--- src/rtl/ahb_sram_ctrl_p_if.sv ---
// ahb_sram_ctrl_p_if: AHB-lite slave bus plus SRAM macro strobes for ahb_sram_ctrl_p.
//  slave modport (controller): bus requests and sram_rdata in; hready_resp/hresp/hrdata and
//  sram_cs_n/sram_we_n/sram_addr/sram_wdata out. master modport is the mirror image.
interface ahb_sram_ctrl_p_if #(
  parameter int DATA_W    = 32,
  parameter int DEPTH     = 8192,
  parameter int NUM_BANKS = 2
);
  localparam int AW = $clog2(DEPTH);
  logic                        hsel;
  logic                        hwrite;
  logic                        hready;
  logic [2:0]                  hsize;
  logic [1:0]                  htrans;
  logic [31:0]                 haddr;
  logic [DATA_W-1:0]           hwdata;
  logic                        hready_resp;
  logic [1:0]                  hresp;
  logic [DATA_W-1:0]           hrdata;
  logic [NUM_BANKS-1:0]        sram_cs_n;
  logic [DATA_W/8-1:0]         sram_we_n;
  logic [AW-1:0]               sram_addr;
  logic [DATA_W-1:0]           sram_wdata;
  logic [NUM_BANKS*DATA_W-1:0] sram_rdata;
  modport slave (
    input  hsel, hwrite, hready, hsize, htrans, haddr, hwdata, sram_rdata,
    output hready_resp, hresp, hrdata, sram_cs_n, sram_we_n, sram_addr, sram_wdata
  );
  modport master (
    output hsel, hwrite, hready, hsize, htrans, haddr, hwdata, sram_rdata,
    input  hready_resp, hresp, hrdata, sram_cs_n, sram_we_n, sram_addr, sram_wdata
  );
endinterface

--- src/rtl/ahb_sram_ctrl_p.sv ---
// ahb_sram_ctrl_p: AHB-lite slave controller for NUM_BANKS banks of single-port SRAM macros.
//  hclk/hreset: clock and async active-high reset. bus (slave modport): AHB address/data
//  phase signals, responses, and the shared SRAM strobes with per-bank chip selects.
module ahb_sram_ctrl_p #(
  parameter int DATA_W    = 32,
  parameter int DEPTH     = 8192,
  parameter int NUM_BANKS = 2,
  parameter int RD_LAT    = 1
) (
  input logic hclk,
  input logic hreset,
  ahb_sram_ctrl_p_if.slave bus
);
  localparam int AW  = $clog2(DEPTH);
  localparam int NB  = DATA_W / 8;
  localparam int OFF = $clog2(NB);
  localparam int BW  = NUM_BANKS > 1 ? $clog2(NUM_BANKS) : 1;
  localparam logic [63:0] LIMIT = 64'(NUM_BANKS) * 64'(DEPTH) * 64'(NB);
  typedef enum logic [2:0] {IDLE, WR, RD, ERR1, ERR2} state_t;
  state_t state, nxt;
  logic [AW-1:0] word_r;
  logic [BW-1:0] bank_r, bank_d;
  logic [NB-1:0] mask_r, lanes;
  logic [1:0] cnt;
  logic [7:0] amsk;
  logic acc, err, rd_last, done, issue;
  always_comb begin
    acc = bus.hsel & bus.hready & bus.htrans[1];
    amsk = (8'd1 << bus.hsize) - 8'd1;
    err = ({32'b0, bus.haddr} >= LIMIT) | (bus.hsize > 3'(OFF)) | (|(bus.haddr[7:0] & amsk));
    // lane count is 2^hsize; oversize transfers are errors so only hsize[1:0] matters here
    lanes = NB'(((16'd1 << (5'd1 << bus.hsize[1:0])) - 16'd1) << bus.haddr[OFF-1:0]);
    bank_d = NUM_BANKS > 1 ? bus.haddr[OFF+AW +: BW] : '0;
    rd_last = state == RD && cnt == 2'(RD_LAT);
    // cycles in which the current data phase ends and a new address phase may be taken
    done = state == IDLE || state == WR || state == ERR2 || rd_last;
    issue = state == WR || (state == RD && cnt == 2'd0);
    nxt = state;
    if (done) nxt = !acc ? IDLE : err ? ERR1 : bus.hwrite ? WR : RD;
    else if (state == ERR1) nxt = ERR2;
    bus.hready_resp = !(state == ERR1 || (state == RD && !rd_last));
    bus.hresp = (state == ERR1 || state == ERR2) ? 2'b01 : 2'b00;
    bus.hrdata = rd_last ? bus.sram_rdata[bank_r*DATA_W +: DATA_W] : '0;
    bus.sram_cs_n = issue ? ~(NUM_BANKS'(1) << bank_r) : '1;
    bus.sram_we_n = state == WR ? ~mask_r : '1;
    bus.sram_addr = (state == WR || state == RD) ? word_r : '0;
    bus.sram_wdata = state == WR ? bus.hwdata : '0;
  end
  always_ff @(posedge hclk or posedge hreset)
    if (hreset) state <= IDLE;
    else state <= nxt;
  always_ff @(posedge hclk or posedge hreset)
    if (hreset) begin
      word_r <= '0;
      bank_r <= '0;
      mask_r <= '0;
      cnt <= '0;
    end else begin
      cnt <= (state == RD && !rd_last) ? cnt + 2'd1 : 2'd0;
      if (done && acc) begin
        word_r <= bus.haddr[OFF +: AW];
        bank_r <= bank_d;
        mask_r <= lanes;
      end
    end
endmodule

--- src/flat_wrapper.sv ---
// flat-port wrapper written by rule: the top's interface ports become plain ports
module ahb_sram_ctrl_p_flat 
#(
  parameter int DATA_W    = 32,
  parameter int DEPTH     = 8192,
  parameter int NUM_BANKS = 2,
  parameter int RD_LAT    = 1
)
  (hclk, hreset, bus_hsel, bus_hwrite, bus_hready, bus_hsize, bus_htrans, bus_haddr, bus_hwdata, bus_sram_rdata, bus_hready_resp, bus_hresp, bus_hrdata, bus_sram_cs_n, bus_sram_we_n, bus_sram_addr, bus_sram_wdata);
  ahb_sram_ctrl_p_if #(.DATA_W(DATA_W), .DEPTH(DEPTH), .NUM_BANKS(NUM_BANKS)) bus_i ();
  input logic hclk;
  input logic hreset;
  input wire logic [$bits(bus_i.hsel)-1:0] bus_hsel;
  input wire logic [$bits(bus_i.hwrite)-1:0] bus_hwrite;
  input wire logic [$bits(bus_i.hready)-1:0] bus_hready;
  input wire logic [$bits(bus_i.hsize)-1:0] bus_hsize;
  input wire logic [$bits(bus_i.htrans)-1:0] bus_htrans;
  input wire logic [$bits(bus_i.haddr)-1:0] bus_haddr;
  input wire logic [$bits(bus_i.hwdata)-1:0] bus_hwdata;
  input wire logic [$bits(bus_i.sram_rdata)-1:0] bus_sram_rdata;
  output wire logic [$bits(bus_i.hready_resp)-1:0] bus_hready_resp;
  output wire logic [$bits(bus_i.hresp)-1:0] bus_hresp;
  output wire logic [$bits(bus_i.hrdata)-1:0] bus_hrdata;
  output wire logic [$bits(bus_i.sram_cs_n)-1:0] bus_sram_cs_n;
  output wire logic [$bits(bus_i.sram_we_n)-1:0] bus_sram_we_n;
  output wire logic [$bits(bus_i.sram_addr)-1:0] bus_sram_addr;
  output wire logic [$bits(bus_i.sram_wdata)-1:0] bus_sram_wdata;
  assign bus_i.hsel = bus_hsel;
  assign bus_i.hwrite = bus_hwrite;
  assign bus_i.hready = bus_hready;
  assign bus_i.hsize = bus_hsize;
  assign bus_i.htrans = bus_htrans;
  assign bus_i.haddr = bus_haddr;
  assign bus_i.hwdata = bus_hwdata;
  assign bus_i.sram_rdata = bus_sram_rdata;
  assign bus_hready_resp = bus_i.hready_resp;
  assign bus_hresp = bus_i.hresp;
  assign bus_hrdata = bus_i.hrdata;
  assign bus_sram_cs_n = bus_i.sram_cs_n;
  assign bus_sram_we_n = bus_i.sram_we_n;
  assign bus_sram_addr = bus_i.sram_addr;
  assign bus_sram_wdata = bus_i.sram_wdata;
  ahb_sram_ctrl_p #(.DATA_W(DATA_W), .DEPTH(DEPTH), .NUM_BANKS(NUM_BANKS), .RD_LAT(RD_LAT)) u_core (.hclk(hclk), .hreset(hreset), .bus(bus_i));
endmodule
--- config.mk ---
export PLATFORM = sky130hd
export DESIGN_NAME = ahb_sram_ctrl_p_flat
export DESIGN_NICKNAME = d
export VERILOG_FILES = /design/src/rtl/ahb_sram_ctrl_p_if.sv /design/src/rtl/ahb_sram_ctrl_p.sv /design/src/flat_wrapper.sv
export SDC_FILE = /design/constraint.sdc
export NUM_CORES = 1
export LEC_CHECK = 0
export CAP_MARGIN = 0
export CORE_AREA = 2 2 87 89
export DETAILED_ROUTE_END_ITERATION = 12
export DIE_AREA = 0 0 89 91
export GPL_ROUTABILITY_DRIVEN = 0
export PLACE_DENSITY = 0.9
export SLEW_MARGIN = 0
export SYNTH_ARGS = -nofsm -noshare
export SYNTH_HDL_FRONTEND = slang
export SYNTH_SLANG_ARGS = --single-unit
--- constraint.sdc ---
create_clock -name hclk -period 3 [get_ports hclk]
set_input_delay 0.6 -clock hclk [delete_from_list [all_inputs] [get_ports hclk]]
set_output_delay 0.6 -clock hclk [all_outputs]
set_load 0.02 [all_outputs]
* Word level (Yosys, flattened, before mapping)
Cells that the tools add are included.
** Operators by class
- Muxes and demuxes :: 12
- Bitwise logic cells :: 7
- Equal/unequal tests :: 5
- Order comparisons :: 2
- Shift operators :: 6
- Add/subtract/negate cells :: 3
- Reduce and logical (&&, ||, !) cells :: 17
** Operators by type and width (number)
- $mux 32 :: 2
- $shiftx 64x7->32 :: 1
- $ge 32x17->1 const B :: 1
- $shl 1x5->16 const A :: 1
- $shl 16x2->4 :: 1
- $sub 16x1->16 const B :: 1
- $mux 13 :: 1
- $mux 3 :: 4
- $and 8x8->8 :: 1
- $reduce_or 8->1 :: 1
- $shl 1x3->8 const A :: 1
- $sub 8x1->8 const B :: 1
- $logic_or 1x1->1 :: 7
- $eq 3x2->1 const B :: 2
- $mux 2 :: 3
- $shl 1x2->5 const A :: 1
- $logic_and 1x1->1 :: 4
- $mux 4 :: 1
- $not 4->4 :: 1
- $eq 3x1->1 const B :: 1
- $eq 3x3->1 const B :: 1
- $gt 3x2->1 const B :: 1
- $logic_not 3->1 :: 1
- $add 2x1->2 const B :: 1
- other kinds (9) :: 12
** Word-level totals
- Bits of input ports :: 138
- Logic and storage cells :: 57
- Output and inout port bits :: 86
- Register bits :: 23

* Longest topological paths before layout
Gate-level depths: netlist of the first run.
- Depth after elaboration :: 8
- Mapped depth :: 7
- Depth with buffers taken out :: 6

* Least setup slack after synthesis of the first run
No wires, ideal clock.
- Path type :: reg2out
- Start point :: register u_core.bank_r
- End point :: output port bus_hrdata[24]
- Stages on the path, launching flop included :: 5
- Data required time :: 2.400 ns
- Buffers on the path :: 2
- Slack :: 1.079 ns
- Data arrival time :: 1.321 ns
- Cell sequence :: dfrtp_1 buf_2 clkbuf_1 mux2i_1 nor2_1
** On the way
- Cells in the longest elaborated chain, start to end :: 2
** Ends and longest elaborated chain
- start: declaration :: line ahb_sram_ctrl_p.sv:22 : logic [BW-1:0] bank_r, bank_d;
- start signal: assignment :: line ahb_sram_ctrl_p.sv:62 : bank_r <= bank_d;
- $shiftx 64x7->32 :: line ahb_sram_ctrl_p.sv:43 : bus.hrdata = rd_last ? bus.sram_rdata[bank_r*DATA_W +: DATA_W] : '0;
- $mux 32 :: line ahb_sram_ctrl_p.sv:43
- end: declaration :: line flat_wrapper.sv:23 : output wire logic [$bits(bus_i.hrdata)-1:0] bus_hrdata;
No other way between the ends.

* Worst setup path after layout of the first run
- Start point :: register u_core.state[2]
- End point :: output port bus_hrdata[31]
** On the way
- Cells in the longest elaborated chain, start to end :: 3
** Ends and longest elaborated chain
- start: declaration :: line ahb_sram_ctrl_p.sv:20 : state_t state, nxt;
- start signal: assignment :: line ahb_sram_ctrl_p.sv:51 : else state <= nxt;
- $eq 3x2->1 :: line ahb_sram_ctrl_p.sv:34 : rd_last = state == RD && cnt == 2'(RD_LAT);
- $logic_and 1x1->1 :: line ahb_sram_ctrl_p.sv:34
- $mux 32 :: line ahb_sram_ctrl_p.sv:43
No other way between the ends.

==> flow_metrics.py, run 1 <==
metrics = {
    "outcome": {
        "status": "completed",
    },
    "pwr": {
        "p_switching_mw": 0.874,
        "clkPwrFrac_pct": 8.8,
        "p_seq_share_pct": 23.6,
        "p_int_mw": 1.33,
        "p_leak_nw": 1.89,
        "switching_share_pct": 39.7,
        "p_comb_share_pct": 67.6,
        "irDropWorstVdd_mv": 0.224,
        "power_density_mw_per_mm2": 509,
    },
    "synth": {
        "yosysWarnings": 0,
        "ys.flop_type": "dfrtp_1",
        "synth_fp_nets": 364,
        "ys_async_sr_fraction_pct": 100,
        "ys_types": 30,
        "synth_seq_cells": 23,
        "synth_seq_area_share_pct": 29.1,
        "synth_area_per_cell_sq_um": 8.83,
        "synth-edff-count": 0,
        "mappedNetlistArea_sq_mm": 0.00198,
        "synth_cells": 224,
    },
    "setup_path": {
        "crit_path_start": "u_core.state[2]",
        "critPathKind": "flip-flop to output pin",
        "cp.arrival_ns": 2.12,
        "reg2regPathDepth": 6,
        "worst_r2r_endpoint": "u_core.bank_r",
        "endpoint_kind": "output pin",
        "reg2reg_slack_ns": 1.17,
        "cp.required_ns": 2.40,
        "reg2reg_from": "u_core.cnt[0]",
        "cp_max_fo": 32,
        "startpoint_type": "flip-flop",
    },
    "final_layout": {
        "syn2layout_area_growth_pct": 119,
        "nFillCells": 619,
        "nNetsFinal": 577,
        "regArea_sq_um": 577,
        "final_area_sq_mm": 0.00432,
        "drive_gt1_share_pct": 8.26,
        "final_common_cell": "clkdlybuf4s50_1",
        "multi_input_area_sq_mm": 0.00129,
        "antenna_cells": 0,
        "final_cell_mix": "221 x clkdlybuf4s50_1, 40 x nor2_1, 32 x mux2i_1",
    },
    "placed_design": {
        "place_area_sq_mm": 0.00428,
        "numPortBuffers": 221,
        "dpl.hpwl_microns": 6420,
    },
    "sta": {
        "worst_pin_slew_ns": 0.816,
        "fin_crit_sh_pct": 90.5,
        "max-slew-margin-rel_pct": 45.5,
        "setup_violations": 0,
        "fin_crit_ns": 2.72,
        "maxSlewViolCount": 0,
        "tns_ns": 0,
        "hold_viol": 0,
        "fin_skew_ns": 0.00288,
        "rsz0062_at_grt": "false",
        "fmax_ghz": 0.368,
    },
    "clock_tree": {
        "hold_buffers": 0,
        "cts_tree": "done",
        "clock-root-buffer": "clkbuf_8",
        "cts_setup_buffers": 0,
        "worst_skew_pair.late_latency_ns": 0.26,
        "cts_resized": 0,
        "htreeDepth": 1,
        "cts.clk_slew.worst_paths_ns": 0.08,
        "cts_buffer_depth": 2,
        "clock_sinks": 23,
        "cts_buffers": 3,
    },
    "min_path": {
        "hold_depth": 1,
        "hold_class": "flip-flop to flip-flop",
        "hold_path_end": "u_core.word_r[2]",
        "min_from": "u_core.word_r[2]",
    },
    "grt": {
        "grt_max_degree": 37,
        "met1_usage_pct": 18.7,
        "grt_pass1_wl_microns": 11400,
        "met2_usage_pct": 33.5,
        "use_met3_pct": 4.09,
        "grt.total_usage_pct": 17.5,
        "grt-ovfl-total": 0,
        "grt_pass1_vias": 2361,
        "grt-busiest-layer": "met2",
        "antenna_found_initial": 0,
    },
    "drt": {
        "drt_iter0_drc": 33,
        "totalWireLength_microns": 7670,
        "route.detailed.drc": 0,
        "ant_nets": 0,
        "num_vias": 2429,
        "routedWlPerCell_microns": 14.3,
        "first_pass_iters": 4,
        "vias_per_cell": 4.54,
    },
    "floorplan": {
        "rows": 31,
        "boundaryPins": 224,
        "core-area_sq_mm": 0.00714,
        "die_h_microns": 91,
        "initial_utilization_pct": 27.7,
        "die-width_microns": 89,
        "die_area_sq_mm": 0.00810,
    },
    "job": {
        "drv_cap": 0,
    },
}
per-stage QoR:
stage | hold slack, ns | cells | power (mW) | utilization (%) | setup WS (ns)
2_1_floorplan | 0.473 | 224 | 1.34 | - | 1.08
3_3_place_gp | 0.487 | 531 | 1.98 | 59.9 | 0.489
3_5_place_dp | 0.485 | 531 | 2.02 | 59.9 | 0.493
4_1_cts | 0.508 | 535 | 2.22 | 60.6 | 0.252
5_1_grt | 0.531 | 535 | 2.34 | 60.6 | 0.164
6_report | 0.506 | 535 | 2.20 | 60.6 | 0.284
cells in the mapped netlist, drive strengths merged, types with 3 or more instances:
master / n / area share, %
nor2: 40 / 7.6
and3: 34 / 11
mux2i: 32 / 16
dfrtp: 23 / 29
mux2: 18 / 14
and2: 14 / 4.5
clkbuf: 10 / 1.9
buf: 9 / 3.0
nand2: 8 / 1.5
o21ai: 8 / 2.0
inv: 5 / 0.95
nor3: 3 / 0.76
nor4: 3 / 0.95
state kept, by name, indices dropped and copies added, names as in the netlist:
signal and flops:
u_core.bank_r 1, u_core.cnt 2, u_core.mask_r 4, u_core.state 3, u_core.word_r 13
power groups by stage:
stage                     Sequential [mW]  Clock (mW)  Combinational (mW)
after detailed placement            0.523           0                1.50
after floorplan                     0.467           0               0.872
after CTS                           0.519       0.201                1.50
after global routing                0.538       0.212                1.60
after global placement              0.517           0                1.46
final                               0.519       0.194                1.49
cell families (layout without fill, tap and decap cells):
group	count (synthesis)	count (layout)	synth area share (%)
multiplexers	50	50	29.9
XOR/XNOR	1	1	0.443
AO/OA/AOI/OAI	14	14	4.36
flip-flops	23	23	29.1
buffers and inverters	24	236	5.88
adder cells (fa/ha/maj)	2	2	1.26
other	1	1	0.190
AND/OR/NAND/NOR	109	109	28.9
layer usage:
metal | up-vias | routed length [microns]
li1 | 1195 | -
met1 | 1092 | 2650
met2 | 132 | 4040
met3 | 10 | 857
met4 | 0 | 116
met5 | - | 0
worst max path at each step:
stage | slack (ns) | to
2_1_floorplan | 1.08 | bus_hrdata[24]
3_3_place_gp | 0.49 | bus_hrdata[31]
5_1_grt | 0.16 | bus_hrdata[31]
6_report | 0.28 | bus_hrdata[31]
3_5_place_dp | 0.49 | bus_hrdata[31]
4_1_cts | 0.25 | bus_hrdata[31]
layout make-up:
| type | count | area share [%] |
|---|---|---|
| Clock buffer | 3 | 0.955 |
| Tap cell | 99 | 2.86 |
| Timing Repair Buffer | 227 | 52.5 |
| Inverter | 5 | 0.434 |
| Sequential cell | 23 | 13.3 |
| Multi-Input combinational cell | 177 | 29.7 |
| Clock inverter | 1 | 0.174 |
worst max-delay path, stage by stage, from the launching register on:
cell and delay (ns):
dfrtp_1 0.44, and2b_2 0.27, nand3b_1 0.09, buf_4 0.24, nor2_1 0.17, clkdlybuf4s50_1 0.62
Note: power is estimated with default switching activity, not from simulation.
==> run 2: changes to the inputs <==
==> constraint.sdc (replaced) <==
create_clock -name hclk -period 3.2 [get_ports hclk]
set_input_delay 0.64 -clock hclk [delete_from_list [all_inputs] [get_ports hclk]]
set_output_delay 0.64 -clock hclk [all_outputs]
set_load 0.02 [all_outputs]
==> flow_metrics.py, run 2 (synthesis results as in run 1) <==
metrics = {
    "outcome": {
        "status": "completed",
    },
    "grt": {
        "grt_max_degree": 36,
        "grt_pass1_vias": 2390,
        "grt-ovfl-total": 0,
        "antenna_found_initial": 0,
        "grt_pass1_wl_microns": 11300,
        "grt.total_usage_pct": 17.5,
    },
    "sta": {
        "hold_viol": 0,
        "fmax_ghz": 0.359,
        "fin_crit_ns": 2.79,
        "worst_pin_slew_ns": 0.834,
        "rsz0062_at_grt": "false",
        "fin_skew_ns": 0.00455,
        "setup_violations": 0,
        "fin_crit_sh_pct": 87.2,
        "maxSlewViolCount": 0,
        "max-slew-margin-rel_pct": 44.3,
        "tns_ns": 0,
    },
    "setup_path": {
        "cp_max_fo": 35,
        "cp.arrival_ns": 2.15,
        "endpoint_kind": "output pin",
        "critPathKind": "flip-flop to output pin",
        "cp.required_ns": 2.56,
        "startpoint_type": "flip-flop",
    },
    "final_layout": {
        "top_register": "u_core.word_r",
        "top_regs": "u_core.word_r: 13 flops, u_core.mask_r: 4 flops, u_core.state: 3 flops",
        "final_common_cell": "clkdlybuf4s50_1",
        "antenna_cells": 0,
        "final_cell_mix": "221 x clkdlybuf4s50_1, 40 x nor2_1, 32 x mux2i_1",
        "nNetsFinal": 577,
        "final_area_sq_mm": 0.00432,
        "largest_reg_flops": 13,
        "syn2layout_area_growth_pct": 118,
        "drive_gt1_share_pct": 8.26,
    },
    "drt": {
        "ant_nets": 0,
        "vias_per_cell": 4.52,
        "num_vias": 2420,
        "totalWireLength_microns": 7620,
        "route.detailed.drc": 0,
        "drt_iter0_drc": 28,
        "routedWlPerCell_microns": 14.2,
        "first_pass_iters": 4,
    },
    "floorplan": {
        "boundaryPins": 224,
        "die-width_microns": 89,
        "rows": 31,
        "die_h_microns": 91,
        "die_area_sq_mm": 0.00810,
        "core-area_sq_mm": 0.00714,
        "initial_utilization_pct": 27.7,
    },
    "clock_tree": {
        "hold_buffers": 0,
        "clock_sinks": 23,
        "clock-root-buffer": "clkbuf_8",
        "cts_buffer_depth": 2,
        "cts_resized": 0,
        "cts_setup_buffers": 0,
        "htreeDepth": 1,
        "cts_tree": "done",
        "worst_skew_pair.late_latency_ns": 0.26,
        "cts.clk_slew.worst_paths_ns": 0.08,
        "cts_buffers": 3,
    },
    "pwr": {
        "irDropWorstVdd_mv": 0.253,
        "power.total_mw": 2.06,
        "p_leak_nw": 1.89,
        "power_density_mw_per_mm2": 476,
    },
    "job": {
        "drv_cap": 0,
    },
    "placed_design": {
        "dpl.hpwl_microns": 6350,
        "place_area_sq_mm": 0.00428,
        "numPortBuffers": 221,
    },
    "min_path": {
        "hold_class": "flip-flop to flip-flop",
    },
}
[run 2: cell types whose count changed in the layout (fill, tap and decap cells not counted), sizes merged]
cell,change
clkinv,+1
clkinvlp,-1
[run 2: path summary, 6_finish.rpt]
kind / cells past startpoint / slack [ns] / to / from
max reg2reg: 6 / 1.40 / u_core.word_r[3] / u_core.cnt[0]
max in group asynchronous: 2 / 1.79 / u_core.bank_r / hreset
min reg2reg: 1 / 0.51 / u_core.word_r[1] / u_core.word_r[1]
min: 1 / 0.51 / u_core.word_r[1] / u_core.word_r[1]
max: 5 / 0.41 / bus_sram_cs_n[1] / u_core.state[1]
min in group asynchronous: 2 / 0.84 / u_core.word_r[5] / hreset
[run 2: final cells by class]
cell class                 count  area [sq um]
multi-input combinational    177          1290
timing repair buffer         227          2270
inverter                       5          18.8
sequential                    23           577
tap                           99           124
fill                         609          2820
clock inverter                 1          5.00
clock buffer                   3          41.3
[run 2: routing by layer]
layer | routed length, microns | part of all wire, % | vias up | GRT usage, %
met2 | 4080 | 54 | 121 | 33.6
met5 | 0 | 0 | - | 0
li1 | - | - | 1195 | -
met1 | 2700 | 35 | 1096 | 18.8
met4 | 112 | 1.5 | 0 | 4.60
met3 | 724 | 9.5 | 8 | 3.36
[run 2: critical path, cell delays in order (launching register included)]
cell             delay [ns]
dfrtp_1                0.45
nor2_1                 0.08
buf_4                  0.23
and2_2                 0.27
o211ai_1               0.21
clkdlybuf4s50_1        0.65
[run 2: report_power, final]
part	total, mW	switching (mW)	internal (mW)
sequential	0.474	0.0810	0.393
clock	0.178	0.0907	0.0869
combinational	1.41	0.643	0.765
[run 2: stage by stage]
stage	hold slack [ns]	setup WS, ns	cells	utilization [%]
after CTS	0.512	0.398	535	60.6
after floorplan	0.473	1.24	224	-
after global placement	0.486	0.620	531	59.9
after detailed placement	0.488	0.618	531	59.9
final	0.511	0.411	535	60.6
after global routing	0.529	0.263	535	60.6
